$ cat src/rtl/spi_input_conditioner.sv
// SPI pin front end: synchronize, debounce, edge-detect sclk/cs/mosi
// and count sclk rising edges within a chip-select frame.
module spi_input_conditioner #(
  parameter int WAIT_TIME = 3,
  parameter int CNT_WIDTH = 3
) (
  input  logic       clk,
  input  logic       reset,
  input  logic       sclk_raw,
  input  logic       cs_raw,
  input  logic       mosi_raw,
  output logic       sclk_cond,
  output logic       sclk_posedge,
  output logic       sclk_negedge,
  output logic       cs_cond,
  output logic       frame_start,
  output logic       frame_end,
  output logic       mosi_cond,
  output logic [3:0] bit_count,
  output logic       byte_done
);

  localparam int NCH = 3;
  // Channel order: bit 0 sclk, bit 1 cs, bit 2 mosi
  localparam logic [NCH-1:0] IDLE = 3'b010;
  localparam logic [CNT_WIDTH-1:0] CNT_MAX =
    CNT_WIDTH'(WAIT_TIME - 1);

  logic [NCH-1:0] sync1_q, sync1_d;
  logic [NCH-1:0] sync2_q, sync2_d;
  logic [NCH-1:0] cond_q, cond_d;
  logic [NCH-1:0] acc;
  logic [CNT_WIDTH-1:0] cnt_q [NCH];
  logic [CNT_WIDTH-1:0] cnt_d [NCH];

  logic sclk_pos_q, sclk_pos_d;
  logic sclk_neg_q, sclk_neg_d;
  logic fstart_q, fstart_d;
  logic fend_q, fend_d;
  logic [3:0] bit_count_q, bit_count_d;
  logic byte_done_q, byte_done_d;

  always_comb begin
    sync1_d = {mosi_raw, cs_raw, sclk_raw};
    sync2_d = sync1_q;
    cond_d  = cond_q;
    acc     = '0;
    for (int i = 0; i < NCH; i++) begin
      cnt_d[i] = '0;
      if (sync2_q[i] != cond_q[i]) begin
        if (cnt_q[i] == CNT_MAX) begin
          acc[i]    = 1'b1;
          cond_d[i] = sync2_q[i];
        end else begin
          cnt_d[i] = cnt_q[i] + 1'b1;
        end
      end
    end
  end

  always_comb begin
    sclk_pos_d = acc[0] & sync2_q[0];
    sclk_neg_d = acc[0] & ~sync2_q[0];
    fstart_d   = acc[1] & ~sync2_q[1];
    fend_d     = acc[1] & sync2_q[1];
  end

  // A new frame clears the count and swallows a coincident sclk edge
  always_comb begin
    bit_count_d = bit_count_q;
    byte_done_d = 1'b0;
    if (fstart_q) begin
      bit_count_d = 4'd0;
    end else if (sclk_pos_q && !cond_q[1]) begin
      bit_count_d = bit_count_q + 4'd1;
      byte_done_d = (bit_count_q == 4'd7) ||
                    (bit_count_q == 4'd15);
    end
  end

  always_ff @(posedge clk) begin
    if (reset) begin
      sync1_q     <= IDLE;
      sync2_q     <= IDLE;
      cond_q      <= IDLE;
      for (int i = 0; i < NCH; i++) cnt_q[i] <= '0;
      sclk_pos_q  <= 1'b0;
      sclk_neg_q  <= 1'b0;
      fstart_q    <= 1'b0;
      fend_q      <= 1'b0;
      bit_count_q <= 4'd0;
      byte_done_q <= 1'b0;
    end else begin
      sync1_q     <= sync1_d;
      sync2_q     <= sync2_d;
      cond_q      <= cond_d;
      for (int i = 0; i < NCH; i++) cnt_q[i] <= cnt_d[i];
      sclk_pos_q  <= sclk_pos_d;
      sclk_neg_q  <= sclk_neg_d;
      fstart_q    <= fstart_d;
      fend_q      <= fend_d;
      bit_count_q <= bit_count_d;
      byte_done_q <= byte_done_d;
    end
  end

  assign sclk_cond    = cond_q[0];
  assign cs_cond      = cond_q[1];
  assign mosi_cond    = cond_q[2];
  assign sclk_posedge = sclk_pos_q;
  assign sclk_negedge = sclk_neg_q;
  assign frame_start  = fstart_q;
  assign frame_end    = fend_q;
  assign bit_count    = bit_count_q;
  assign byte_done    = byte_done_q;

endmodule

$ cat config.mk
export PLATFORM = sky130hd
export DESIGN_NAME = spi_input_conditioner
export DESIGN_NICKNAME = d
export VERILOG_FILES = /design/src/rtl/spi_input_conditioner.sv
export SDC_FILE = /design/constraint.sdc
export NUM_CORES = 1
export LEC_CHECK = 0
export BUFFER_PORTS_ARGS = -buffer_cell sky130_fd_sc_hd__buf_4
export CORE_AREA = 2 2 51 53
export CTS_CLUSTER_DIAMETER = 80
export DETAILED_ROUTE_END_ITERATION = 16
export DIE_AREA = 0 0 53 55
export SETUP_SLACK_MARGIN = 0.4
export SLEW_MARGIN = 20
export SYNTH_ARGS = -nofsm -noshare
export SYNTH_HDL_FRONTEND = slang
export SYNTH_SLANG_ARGS = --single-unit
$ cat constraint.sdc
create_clock -name clk -period 3.6 [get_ports clk]
set_clock_uncertainty 0.1 [all_clocks]
set_input_delay 0.72 -clock clk [delete_from_list [all_inputs] [get_ports clk]]
set_output_delay 0.72 -clock clk [all_outputs]
set_load 0.01 [all_outputs]
* Word-level counts from Yosys, hierarchy flattened
Memory sizes are Yosys's and may differ from the RTL's.
Index checks and enable logic that the tools add are counted.
** Storage, ports and cells
- Flip-flop bits (word level) :: 18
- Memory bits (writable) :: 9
- Input bits :: 5
- Output and inout port bits :: 12
- Word-level logic and storage cells :: 58
- Memories kept :: 1
** Cells by class
- Add/subtract/negate cells :: 4
- Equal/unequal tests :: 8
- Muxes and demuxes :: 16
- Bitwise gates (word level) :: 10
- Reductions and logical operators :: 8
** Memories
- cnt_q :: depth 3, width 3, rd ports 3, clocked after memory_dff 0, write ports 3, line 33 : logic [CNT_WIDTH-1:0] cnt_q [NCH];
** Operators by type and width (number)
- $mux 3 :: 9
- $add 3x1->3 const B :: 3
- $eq 3x2->1 const B :: 3
- $mux 1 :: 7
- $reduce_and 2->1 :: 3
- $add 4x1->4 const B :: 1
- $and 1x1->1 :: 4
- $eq 4x3->1 const B :: 1
- $eq 4x4->1 const B :: 1
- $ne 1x1->1 :: 3
- $not 1->1 :: 3
- $or 1x1->1 :: 3
- $reduce_or 3->1 :: 1
- $reduce_or 2->1 :: 1
- $logic_and 1x1->1 :: 1
- $logic_not 1->1 :: 1
- $logic_or 1x1->1 :: 1

* Depth between registers and ports, before layout
- Depth after elaboration :: 4
- Mapped depth :: 5
- Depth with buffers taken out :: 5

* Worst setup path after synthesis
No wires, ideal clock.
- Path type :: in2reg
- Start :: in reset
- End :: reg sync1_q[1]
- Library setup time :: 123 ps
- Arrival time :: 1142 ps
- Required time :: 3377 ps
- Path slack :: 2234 ps
- Stages on the path :: 2
- Buffers on the path :: 1
- Cells stage by stage :: buf_2 -> or2_2
** RTL lines
- start: declaration :: line 8 : input logic reset,
- end signal: assignment :: line 94 : sync1_q <= sync1_d;
- end: declaration :: line 29 : logic [NCH-1:0] sync1_q, sync1_d;
No word-level cell between the ends.

* Worst setup path after layout
- Start :: reg cond_q[1]
- End :: out cs_cond
** RTL lines
- start: declaration :: line 31 : logic [NCH-1:0] cond_q, cond_d;
- start signal: assignment :: line 96 : cond_q <= cond_d;
- end: declaration :: line 15 : output logic cs_cond,
No word-level cell between the ends.

==> results.yml <==
placement:
  hpwl_um: 1180
  dpl.cell_count: 142
  io_buffers: 16
  globalplace.congestion: 0.655
  postPlaceCellArea_mm2: 0.00118
drt:
  ant_nets: 0
  route.detailed.drc: 0
  drtIter0Drc: 6
  drt-wirelength-per-cell_um: 10.6
  routed_wirelength_um: 1550
  dr_total_vias: 685
  vias_per_cell: 4.69
  dr.pass1.iters: 4
logic_synthesis:
  async_flop_share: 0
  synth_area_leaders: "dfxtp_1 (53%), ha_1 (8.5%), mux2i_1 (5.8%), nor2_1 (4.8%), nor4b_1 (3.4%)"
  synth_flop_cell: "dfxtp_1"
  ys_top_cells_by_count: "dfxtp_1 (27), nor2_1 (13), ha_1 (7), mux2i_1 (6), nand2b_1 (5)"
  ys_seq_area_frac: 0.526
  synth-seq-cells: 27
  synth_cell_types: 23
  syn_area_mm2: 0.00103
  avgSynthCellArea_um2: 10.6
  synth_nets: 109
  synthMostInstantiatedCell: "dfxtp_1"
  synth_top_area_cell: "dfxtp_1"
  yosysTopAreaCellShare: 0.526
  synth_edf_count: 0
  syn_inst: 97
  yosysWarnings: 0
critical_path:
  crit_fanout: 8
  critPathLaunchType: "flip-flop"
  worstPathCellList: "buf_4"
  path_delay_family: "flip-flops"
  crit_slowest_cell: "dfxtp_1"
  crit_path_end_kind: "output pin"
  worstPathRequired_ps: 2780
  setup.worst_path.class: "flip-flop to output pin"
  cp_num_buf_inv: 1
  max_stage_delay_ps: 490
  crit_arrival_ps: 980
global_routing:
  grt_max_degree: 18
  grt_usage: 0.123
  grt_pass1_wl_um: 2520
  first_global_vias: 617
  antenna_found_initial: 0
  grt_overflow: 0
sta:
  finalSetupViolCount: 0
  worst_pin_slew_ps: 293
  rsz0062_at_grt: "false"
  finalWorstPathRequiredPeriod_ps: 1800
  fin_crit_sh: 0.499
  clock.fmax_ghz: 0.556
  max_slew_margin: 0.802
  setup_tns_ps: 0
  hold_viol_final: 0
  slew_viol_final: 0
floorplan:
  fp.dieH_um: 55
  row_count: 18
  start_util: 0.434
  dieArea_mm2: 0.00292
  die_x_um: 53
  coreArea_mm2: 0.00236
  ioPinCount: 17
cts:
  post_cts_buffers: 0
  root_buffer: "clkbuf_4"
  postCtsHoldBufs: 0
  cts.path.max_buffers: 2
  insertion_delay_ps: 310
  cts_sinks: 27
  h-tree-depth: 1
  cts_tree: "built"
  clkTransAtPathRegs_ps: 130
  cts_buffers: 3
  cts_resized: 0
layout:
  drive_gt1_frac: 0.207
  area_delta_synth_final_pct: 17.4
  fillCellCount: 241
  nets: 129
  antenna_cells: 0
  fin_util: 0.510
  final_area_mm2: 0.00121
  layout.cells.non_filler: 146
outcome:
  status: "finished clean"
pwr:
  p_per_area_mw_per_mm2: 369
  vdd_drop_max_mv: 0.210
  p_leak_nw: 0.540
hold_path:
  hold_class: "flip-flop to flip-flop"
job:
  cap_violations: 0
==> cell type report <==
type | count | area, um^2 | area share
Clock buffer | 4 | 26.3 | 0.0218
Tap cell | 30 | 37.5 | 0.0311
Inverter | 4 | 15.0 | 0.0124
Sequential cell | 27 | 541 | 0.448
Timing Repair Buffer | 16 | 120 | 0.0996
Multi-Input combinational cell | 65 | 467 | 0.387
==> final timing paths <==
kind | endpoint | depth (start not counted) | slack (ps) | start
worst max-delay path | cs_cond | 1 | 1800 | cond_q[1]$_SDFFE_PP1P_
worst min-delay path | sync2_q[1]$_SDFF_PP1_ | 1 | 330 | sync1_q[1]$_SDFF_PP1_
worst max register to register | cnt_q[0][6]$_SDFF_PP0_ | 5 | 2230 | cnt_q[0][6]$_SDFF_PP0_
worst min register to register | sync2_q[1]$_SDFF_PP1_ | 1 | 330 | sync1_q[1]$_SDFF_PP1_
==> state kept, by name (all words and copies together), names as in the netlist <==
signal / count
sync2_q: 3
bit_count: 4
byte_done: 1
frame_end: 1
sclk_negedge: 1
sclk_posedge: 1
cnt_q: 9
frame_start: 1
sync1_q: 3
cond_q: 3
==> per-stage QoR <==
stage	setup slack, ps	power, mW	hold slack (ps)
finish	1800	0.445	333
global route	1730	0.464	359
CTS	1780	0.452	333
detailed placement	2060	0.326	304
global placement	2070	0.326	293
floorplan	2230	0.320	289
==> where the power goes <==
group          internal, mW  switching, mW  leakage [nW]
Clock                0.0432         0.0818        0.0150
Combinational       0.00714        0.00692         0.306
Sequential            0.303        0.00239         0.219
==> routing by layer <==
layer  routed length, um  vias up  share of wire  track usage
met5                   0        -              0            0
met4                  19        0          0.012       0.0769
met3                  69        2          0.045       0.0269
met2                 760       13           0.49        0.219
met1                 701      310           0.45        0.133
li1                    -      360              -            -
==> layout by cell type, fill, tap and decap left out, drive strengths merged <==
cell type	netlist	layout
mux2i	6	6
o21ai	1	1
or3b	1	1
nand3	2	2
nand3b	3	3
ha	7	7
nor2b	4	4
nand2b	5	5
dfxtp	27	27
clkbuf	0	4
a21oi	2	2
and2b	1	1
xnor2	2	2
nor4b	4	4
nor2	13	13
or2	3	3
buf	1	16
and3	2	2
xor2	3	3
nand2	4	4
or3	1	1
nor3	1	1
inv	4	4
==> logic make-up (layout without fill, tap and decap cells) <==
group / count (synthesis) / after routing / synth area share
mux: 6 / 6 / 0.0585
fa+ha+maj: 7 / 7 / 0.0853
buf+inv: 5 / 24 / 0.0195
simple gates: 44 / 44 / 0.253
flops: 27 / 27 / 0.526
xor+xnor: 5 / 5 / 0.0426
compound gates: 3 / 3 / 0.0146
Power figures use the tool's default switching activity.
